## src/rtl/multicycle_pkg.sv

```systemverilog
// Shared types and constants for the multi-cycle control unit and its decoder.
package multicycle_pkg;

    typedef enum logic [2:0] {
        StFetch  = 3'd0,
        StDecode = 3'd1,
        StExec   = 3'd2,
        StMem    = 3'd3,
        StWb     = 3'd4,
        StTrap   = 3'd7
    } state_e;

    // One-hot opcode bit positions of the control-flow and memory ops
    localparam int unsigned OP_LW  = 24;
    localparam int unsigned OP_SW  = 25;
    localparam int unsigned OP_BEQ = 26;
    localparam int unsigned OP_BNE = 27;
    localparam int unsigned OP_LUI = 28;
    localparam int unsigned OP_J   = 29;
    localparam int unsigned OP_JAL = 30;

    localparam logic [1:0] CAUSE_NONE    = 2'b00;
    localparam logic [1:0] CAUSE_ILLEGAL = 2'b01;
    localparam logic [1:0] CAUSE_TIMEOUT = 2'b10;

    // Op-class masks, 64 bits wide so any N_OP up to 64 can slice them.
    // Ops 0..23 are ALU ops (0..8 register form, 9..23 immediate form).
    localparam logic [63:0] RF_WRITE_MASK = 64'h0000_0000_51FF_FFFF; // ALU, lw, lui, jal
    localparam logic [63:0] BRANCH_MASK   = 64'h0000_0000_6C00_0000; // beq, bne, j, jal
    localparam logic [63:0] MEM_MASK      = 64'h0000_0000_0300_0000; // lw, sw
    localparam logic [63:0] RT_DST_MASK   = 64'h0000_0000_11FF_FE00; // write rt, not rd
    localparam logic [63:0] IMM_MASK      = 64'h0000_0000_13FF_FE00; // ALU B from immediate
    localparam logic [63:0] SHIFT_MASK    = 64'h0000_0000_0000_01C0; // sll, srl, sra
    localparam logic [63:0] SEXT_MASK     = 64'h0000_0000_0F00_0200; // sign-extended imm

    // ALU function code contributed by a single opcode bit
    function automatic logic [3:0] aluc_of(input int unsigned idx);
        case (idx)
            1, OP_BEQ, OP_BNE: aluc_of = 4'b0100; // sub
            2:                 aluc_of = 4'b1000; // mul (long op when masked)
            3, 10:             aluc_of = 4'b0001; // and
            4, 11:             aluc_of = 4'b0101; // or
            5, 12:             aluc_of = 4'b0010; // xor
            6:                 aluc_of = 4'b0011; // sll
            7:                 aluc_of = 4'b0111; // srl
            8:                 aluc_of = 4'b1111; // sra
            OP_LUI:            aluc_of = 4'b0110; // lui
            default:           aluc_of = 4'b0000; // add
        endcase
    endfunction

endpackage

```

## src/rtl/multicycle_control_decode.sv

```systemverilog
// Combinational opcode decoder: op_q/zero -> datapath mux selects, ALU code, op class.
module control_decode
    import multicycle_pkg::*;
#(
    parameter int unsigned N_OP = 31
) (
    input  logic [N_OP-1:0] op_q,
    input  logic            zero,
    output logic [8:0]      m,
    output logic [3:0]      aluc,
    output logic            is_mem,
    output logic            is_branch,
    output logic            writes_rf
);

    localparam logic [N_OP-1:0] RfMask     = RF_WRITE_MASK[N_OP-1:0];
    localparam logic [N_OP-1:0] BranchMask = BRANCH_MASK[N_OP-1:0];
    localparam logic [N_OP-1:0] MemMask    = MEM_MASK[N_OP-1:0];
    localparam logic [N_OP-1:0] RtDstMask  = RT_DST_MASK[N_OP-1:0];
    localparam logic [N_OP-1:0] ImmMask    = IMM_MASK[N_OP-1:0];
    localparam logic [N_OP-1:0] ShiftMask  = SHIFT_MASK[N_OP-1:0];
    localparam logic [N_OP-1:0] SextMask   = SEXT_MASK[N_OP-1:0];

    // Mux selects and op-class bits
    always_comb begin
        m         = '0;
        m[0]      = |(op_q & RtDstMask);
        m[1]      = (op_q[OP_BEQ] & zero) | (op_q[OP_BNE] & ~zero); // branch taken
        m[2]      = op_q[OP_J] | op_q[OP_JAL];
        m[3]      = |(op_q & ImmMask);
        m[4]      = op_q[OP_LW];                                  // load data to rf
        m[5]      = |(op_q & ShiftMask);
        m[6]      = |(op_q & SextMask);
        m[7]      = op_q[OP_JAL];                                 // link into r31
        m[8]      = op_q[OP_LUI];
        is_mem    = |(op_q & MemMask);
        is_branch = |(op_q & BranchMask);
        writes_rf = |(op_q & RfMask);
    end

    // ALU code: OR of the codes of the set opcode bits (op_q is one-hot when legal)
    always_comb begin
        aluc = 4'b0000;
        for (int unsigned i = 0; i < N_OP; i++) begin
            if (op_q[i]) aluc = aluc | aluc_of(i);
        end
    end

endmodule

```

## src/rtl/multicycle_control.sv

```systemverilog
// Multi-cycle control FSM: FETCH/DECODE/EXEC/MEM/WB with memory and long-op handshakes.
module multicycle_control
    import multicycle_pkg::*;
#(
    parameter int unsigned     N_OP         = 31,
    parameter logic [N_OP-1:0] LONG_OP_MASK = '0,
    parameter int unsigned     MEM_TIMEOUT  = 16,
    parameter int unsigned     CNT_W        = $clog2(MEM_TIMEOUT + 1)
) (
    input  logic            clk,
    input  logic            rst,
    input  logic [N_OP-1:0] op,
    input  logic            zero,
    input  logic            imem_ready,
    input  logic            dmem_ready,
    input  logic            alu_done,
    output logic            pc_we,
    output logic            ir_we,
    output logic            im_r,
    output logic            dm_cs,
    output logic            dm_r,
    output logic            dm_w,
    output logic            rf_w,
    output logic            alu_start,
    output logic [8:0]      m,
    output logic [3:0]      aluc,
    output logic [2:0]      state,
    output logic            trap,
    output logic [1:0]      trap_cause
);

    state_e          state_q, state_d;
    logic [N_OP-1:0] op_q, op_d;
    logic [CNT_W-1:0] wait_cnt_q, wait_cnt_d;
    logic            started_q, started_d;
    logic            trap_q, trap_d;
    logic [1:0]      cause_q, cause_d;

    logic is_mem, is_branch, writes_rf;
    logic long_op, op_legal;

    control_decode #(
        .N_OP(N_OP)
    ) u_decode (
        .op_q      (op_q),
        .zero      (zero),
        .m         (m),
        .aluc      (aluc),
        .is_mem    (is_mem),
        .is_branch (is_branch),
        .writes_rf (writes_rf)
    );

    assign long_op    = |(op_q & LONG_OP_MASK);
    assign op_legal   = (op != '0) && ((op & (op - N_OP'(1))) == '0);
    assign state      = state_q;
    assign trap       = trap_q;
    assign trap_cause = cause_q;

    // State register with synchronous reset
    always_ff @(posedge clk) begin
        if (rst) begin
            state_q    <= StFetch;
            op_q       <= '0;
            wait_cnt_q <= '0;
            started_q  <= 1'b0;
            trap_q     <= 1'b0;
            cause_q    <= CAUSE_NONE;
        end else begin
            state_q    <= state_d;
            op_q       <= op_d;
            wait_cnt_q <= wait_cnt_d;
            started_q  <= started_d;
            trap_q     <= trap_d;
            cause_q    <= cause_d;
        end
    end

    // Next-state and enable decode; everything held low while rst is asserted
    always_comb begin
        state_d    = state_q;
        op_d       = op_q;
        wait_cnt_d = wait_cnt_q;
        started_d  = 1'b0;
        trap_d     = trap_q;
        cause_d    = cause_q;
        pc_we      = 1'b0;
        ir_we      = 1'b0;
        im_r       = 1'b0;
        dm_cs      = 1'b0;
        dm_r       = 1'b0;
        dm_w       = 1'b0;
        rf_w       = 1'b0;
        alu_start  = 1'b0;
        if (!rst) begin
            case (state_q)
                StFetch: begin
                    im_r = 1'b1;
                    if (imem_ready) begin
                        pc_we   = 1'b1;
                        ir_we   = 1'b1;
                        state_d = StDecode;
                    end
                end
                StDecode: begin
                    op_d = op;
                    if (!op_legal) begin
                        state_d = StTrap;
                        trap_d  = 1'b1;
                        cause_d = CAUSE_ILLEGAL;
                    end else begin
                        state_d = StExec;
                    end
                end
                StExec: begin
                    // started_q marks every EXEC cycle after the first
                    started_d = 1'b1;
                    alu_start = long_op && !started_q;
                    if (!long_op || alu_done) begin
                        pc_we = is_branch;
                        if (is_mem)         state_d = StMem;
                        else if (writes_rf) state_d = StWb;
                        else                state_d = StFetch;
                    end
                end
                StMem: begin
                    dm_cs = 1'b1;
                    dm_r  = op_q[OP_LW];
                    dm_w  = op_q[OP_SW];
                    if (dmem_ready) begin
                        wait_cnt_d = '0;
                        state_d    = op_q[OP_LW] ? StWb : StFetch;
                    end else begin
                        wait_cnt_d = wait_cnt_q + CNT_W'(1);
                        if (wait_cnt_d == CNT_W'(MEM_TIMEOUT)) begin
                            state_d = StTrap;
                            trap_d  = 1'b1;
                            cause_d = CAUSE_TIMEOUT;
                        end
                    end
                end
                StWb: begin
                    rf_w    = 1'b1;
                    state_d = StFetch;
                end
                StTrap: begin
                    state_d = StTrap;
                end
                default: begin
                    state_d = StFetch;
                end
            endcase
        end
    end

endmodule
```

## config.mk

```make
export PLATFORM = sky130hd
export DESIGN_NAME = multicycle_control
export DESIGN_NICKNAME = d
export VERILOG_FILES = /design/src/rtl/multicycle_pkg.sv /design/src/rtl/multicycle_control_decode.sv /design/src/rtl/multicycle_control.sv
export SDC_FILE = /design/constraint.sdc
export NUM_CORES = 1
export LEC_CHECK = 0
export ABC_AREA = 1
export BUFFER_PORTS_ARGS = -buffer_cell sky130_fd_sc_hd__buf_4
export CORE_UTILIZATION = 58
export DETAILED_ROUTE_END_ITERATION = 8
export PLACE_DENSITY = 0.86
export RECOVER_POWER = 50
export SYNTH_ARGS = -nofsm -noshare
export SYNTH_HDL_FRONTEND = slang
export SYNTH_HIERARCHICAL = 1
export SYNTH_SLANG_ARGS = --single-unit
```

## constraint.sdc

```tcl
create_clock -name clk -period 3.1 [get_ports clk]
set_input_delay 0.465 -clock clk [delete_from_list [all_inputs] [get_ports clk]]
set_output_delay 0.465 -clock clk [all_outputs]
set_load 0.05 [all_outputs]
```

[Yosys cells after proc, flatten, opt, wreduce, memory -nomap -nowiden]
Cells that the tools add are included.
Word-level totals
  flip-flop bits (word level): 42
  latch bits: 0
  RAM bits: 0
  bits in read-only memories: 0
  input bits: 37
  output and inout bits: 27
  logic and storage cells: 158
  memories kept: 0
Operators by class
  add/sub/neg operators: 2
  multiply operators: 0
  divide/modulo/power cells: 0
  order comparisons: 0
  equality and inequality tests: 11
  shifts and indexed selects: 0
  mux-type cells: 91
  bitwise gates (word level): 35
  reductions and logical operators: 14
Operators with widths (number)
  $mux W4: 58
  $or A4 B4 Y4: 29
  $and A31 B31 Y31: 1
  $logic_not A31 Y1: 1
  $reduce_bool A31 Y1: 1
  $sub A31 B1 Y31 const B: 1
  $reduce_or A27 Y1: 1
  $mux W3: 8
  $reduce_or A18 Y1: 1
  $mux W1: 17
  $reduce_or A17 Y1: 1
  $pmux W3 S5: 1
  $ne A2 B2 Y1 const B: 4
  $eq A3 B2 Y1 const B: 2
  $eq A3 B3 Y1 const B: 2
  $mux W2: 3
  $add A5 B1 Y5 const B: 1
  $eq A5 B5 Y1 const B: 1
  $mux W5: 1
  $reduce_or A5 Y1: 1
  $pmux W1 S2: 2
  $pmux W2 S2: 1
  $reduce_and A4 Y1: 1
  $reduce_or A4 Y1: 1
  11 further kinds: 13

[Depth between registers and ports, before layout]
  depth in word-level cells: 59
  gate-level depth with buffers: 14
  gate-level depth less buffers: 14

[Modules after synthesis]
The synthesis kept the hierarchy.
Modules (own cells, without submodules)
  multicycle_control: times used 1, cells each 378, area each 2337.2 um2, sequential area each 840.8 um2
  control_decode: times used 1, cells each 84, area each 357.8 um2, sequential area each 0.0 um2

[Worst setup path before layout]
Ideal clock, no wire load.
  path kind: flip-flop to output port
  from: register state_q[0] (netlist: state[0])
  to: output pc_we
  arrival time: 2.308 ns
  required time: 2.635 ns
  setup slack: 0.327 ns
  stages on the path, launching flop included: 5
  path buffers: 0
  cell sequence: dfxtp_1 -> nor2_1 -> nand2_1 -> nor3_1 -> a31o_2
Between the ends
  cells in the longest elaborated chain, start to end: 3
  elaborated cells between the ends (all ways): 4
  those cells by class: eq/ne: 1; mux: 2; reduce/logical: 1
RTL lines
  start, declared: RTL line multicycle_control.sv:32  | state_e state_q, state_d;
  start signal, assigned: RTL line multicycle_control.sv:63  | state_q <= StFetch;
  start signal, assigned: RTL line multicycle_control.sv:70  | state_q <= state_d;
  $eq A3 B2 Y1 or $logic_not A3 Y1 (tied branches): RTL line multicycle_control.sv:96  | case (state_q)
  $pmux W1 S2 *: RTL line multicycle_control.sv:96
  $mux W1 *: RTL line multicycle_control.sv:95  | if (!rst) begin
  end, declared: RTL line multicycle_control.sv:17  | output logic pc_we,
Mark *: on every way between the ends. The rest lies on a longest branch, timed or not.

[Worst setup path in the final report]
  from: register state_q[0] (netlist: state[0])
  to: output dm_w
Between the ends
  cells in the longest elaborated chain, start to end: 3
RTL lines
  $eq A3 B2 Y1: RTL line multicycle_control.sv:96
  $mux W1: RTL line multicycle_control.sv:96
  $mux W1: RTL line multicycle_control.sv:95
  end, declared: RTL line multicycle_control.sv:22  | output logic dm_w,
No other way between the ends.

==> out/qor.yml <==
cells_and_area:
  fin_cells: 570
  final_layout_size_suffix_gt1_share_pct: 14.5
  antenna_cells: 0
  nFillCells: 428
  design_area_sq_mm: 0.00318
  finalNetCount: 555
  utilization_pct: 72.1
  syn_to_final_growth_pct: 18.1
sta:
  slew_viol_final: 0
  setup-tns-final_ns: 0
  relSlewSlack_pct: 58.9
  finalHoldViolCount: 0
  final.setup.worst_slack_ns: 0.953
  tightest_slew_ns: 0.620
  finalHoldWorstSlack_ns: 0.442
  rsz0062_at_grt: "false"
  fin_crit_sh_pct: 69.2
  fin_skew_ns: 0.00347
  setup_viol_count_final: 0
  min_period_ns: 2.15
  timing.fmax_mhz: 466
synth:
  synth-edff-count: 0
  netlist_top_cells_count: "nand2_1 (142), nor2_1 (80), inv_1 (52), a21oi_1 (43), dfxtp_1 (42)"
  ys_ff_latch: 42
  ys_top_cells_by_area: "dfxtp_1 (31%), nand2_1 (20%), nor2_1 (11%)"
  syn-num-nets: 500
  synth-main-ff-cell: "dfxtp_1"
  synth_top_area_share_pct: 31.2
  ys_types: 33
  yosysTopAreaCell: "dfxtp_1"
  syn_area_sq_mm: 0.00270
  yosysSeqAreaShare_pct: 31.2
  synth_area_per_cell_sq_um: 5.83
  yosysWarnings: 6
  yosysMostFrequentCell: "nand2_1"
  async_flop_share_pct: 0
  syn-instance-count: 462
floorplan:
  fp.dieArea_sq_mm: 0.00492
  io_pins: 64
  die_w_um: 70.2
  fp-row-count: 24
  initial_core_util_pct: 61.1
  die_h_um: 70.2
  core_area_sq_mm: 0.00441
detailed_routing:
  wirelength_mm: 7.19
  drt_iter0_markers: 202
  drtPass1Iterations: 4
  wire_per_inst_um: 12.6
  ant_nets: 0
  viasPerCell: 5.28
  remaining_drc_errors: 0
  vias: 3009
setup_path:
  ff2ff_path_depth: 9
  rr_startpoint: "state[0]"
  critPathLaunch: "state[0]"
  required_ns: 2.63
  r2r_slack_ns: 1.04
  cp.arrival_ns: 1.68
  reg2reg_to: "state[0]"
  endpoint_kind: "primary output"
  crit_end: "dm_w"
  critPathMaxFanout: 8
  cp-start-kind: "flip-flop"
  critical_path_class: "flip-flop to primary output"
min_path:
  hp-class: "input pin to flip-flop"
status:
  outcome: "finished, final reports clean"
clocking:
  clockBufferDepth: 2
  clk_pin_slew_ns: 0.08
  clock_sinks: 42
  htreeDepth: 2
  post_cts_buffers: 0
  cts_resized: 0
  clk_latency_ns: 0.29
  tritoncts: "built"
  ctsHoldBuffers: 0
  cts_buffers: 5
  clockRootBuffer: "clkbuf_8"
global_route:
  gr-total-overflow: 0
  grtUsageTotal_pct: 31.1
  grt_pass1_wl_mm: 12.2
  antenna_found_initial: 0
  grt_pass1_vias: 2743
  grt_max_degree: 38
placement:
  gp_congestion: 0.984
  dpl_worst_slack_ns: 0.823
  place_area_sq_mm: 0.00314
  port_buffers: 61
  placed_cells: 562
  dpl.hpwl_mm: 5.67
power_and_ir_drop:
  powerDensity_mw_per_mm2: 907
  totalPowerFinal_mw: 2.89
  ir_drop_uv: 544
  p_leak_nw: 1.42
flow_run:
  maxCapViolCount: 0
layer usage:
metal | global-route usage, % | routed length (um) | vias up
li1 | - | - | 1565
met1 | 40.4 | 3290 | 1318
met2 | 52.9 | 3350 | 114
met3 | 3.90 | 397 | 12
met4 | 10.9 | 151 | 0
met5 | 0 | 0 | -
power by group:
part / internal (mW) / total (mW) / switching (mW)
registers: 0.684 / 0.792 / 0.108
clock network: 0.241 / 0.424 / 0.183
logic: 0.431 / 1.67 / 1.24
total: 1.36 / 2.89 / 1.53
worst min path at each step:
stage	from	depth (start not counted)	slack [ns]	end
2_1_floorplan	op_q[0]	2	0.44	op_q[0]
3_3_place_gp	trap	2	0.44	trap
3_5_place_dp	op_q[29]	2	0.46	op_q[29]
4_1_cts	op[6]	3	0.43	op_q[6]
5_1_grt	op[30]	3	0.46	op_q[30]
6_report	op[6]	3	0.44	op_q[6]
worst max-delay path, stage by stage (launching register included):
cell	delay, ns
dfxtp_1	0.39
nand2_1	0.09
nor2_1	0.29
inv_1	0.22
nor3_1	0.17
buf_4	0.22
area by class of cell:
class	instances	area (sq um)	area share [%]
clock buffer	7	76.3	2.40
clock inverter	1	30.0	0.943
inverter	57	214	6.72
multi-input combinational	348	1550	48.6
sequential	42	841	26.4
tap	52	65.1	2.04
timing repair buffer	63	409	12.9
layout by cell type, fill, tap and decap left out, types with 2 or more instances in the layout:
cell type  instances
nand4_1            8
inv_1             52
clkbuf_8           5
o21ai_0           20
nor2_4             2
inv_2              5
nand2_1          142
nor3_1             5
clkbuf_1          19
a21oi_1           43
nor2_2             9
o21ai_1            5
nor2_1            81
buf_4             46
dfxtp_1           42
nand2_2            3
nand3_1           17
sequential cells by signal, indices dropped and copies added (netlist names):
name	flops
trap	1
op_q	31
state	3
wait_cnt_q	5
trap_cause	2
cell families (layout without fill, tap and decap cells):
group / after synthesis / count (layout) / share of synthesized area (%)
XOR/XNOR: 2 / 2 / 0.650
adder cells (fa/ha/maj): 1 / 1 / 0.464
buffers and inverters: 72 / 128 / 11.3
other: 1 / 1 / 0.139
AND/OR/NAND/NOR: 270 / 270 / 41.7
multiplexers: 1 / 1 / 0.418
AO/OA/AOI/OAI: 73 / 73 / 14.1
flip-flops: 42 / 42 / 31.2
Note: power is estimated with default switching activity, not from simulation.
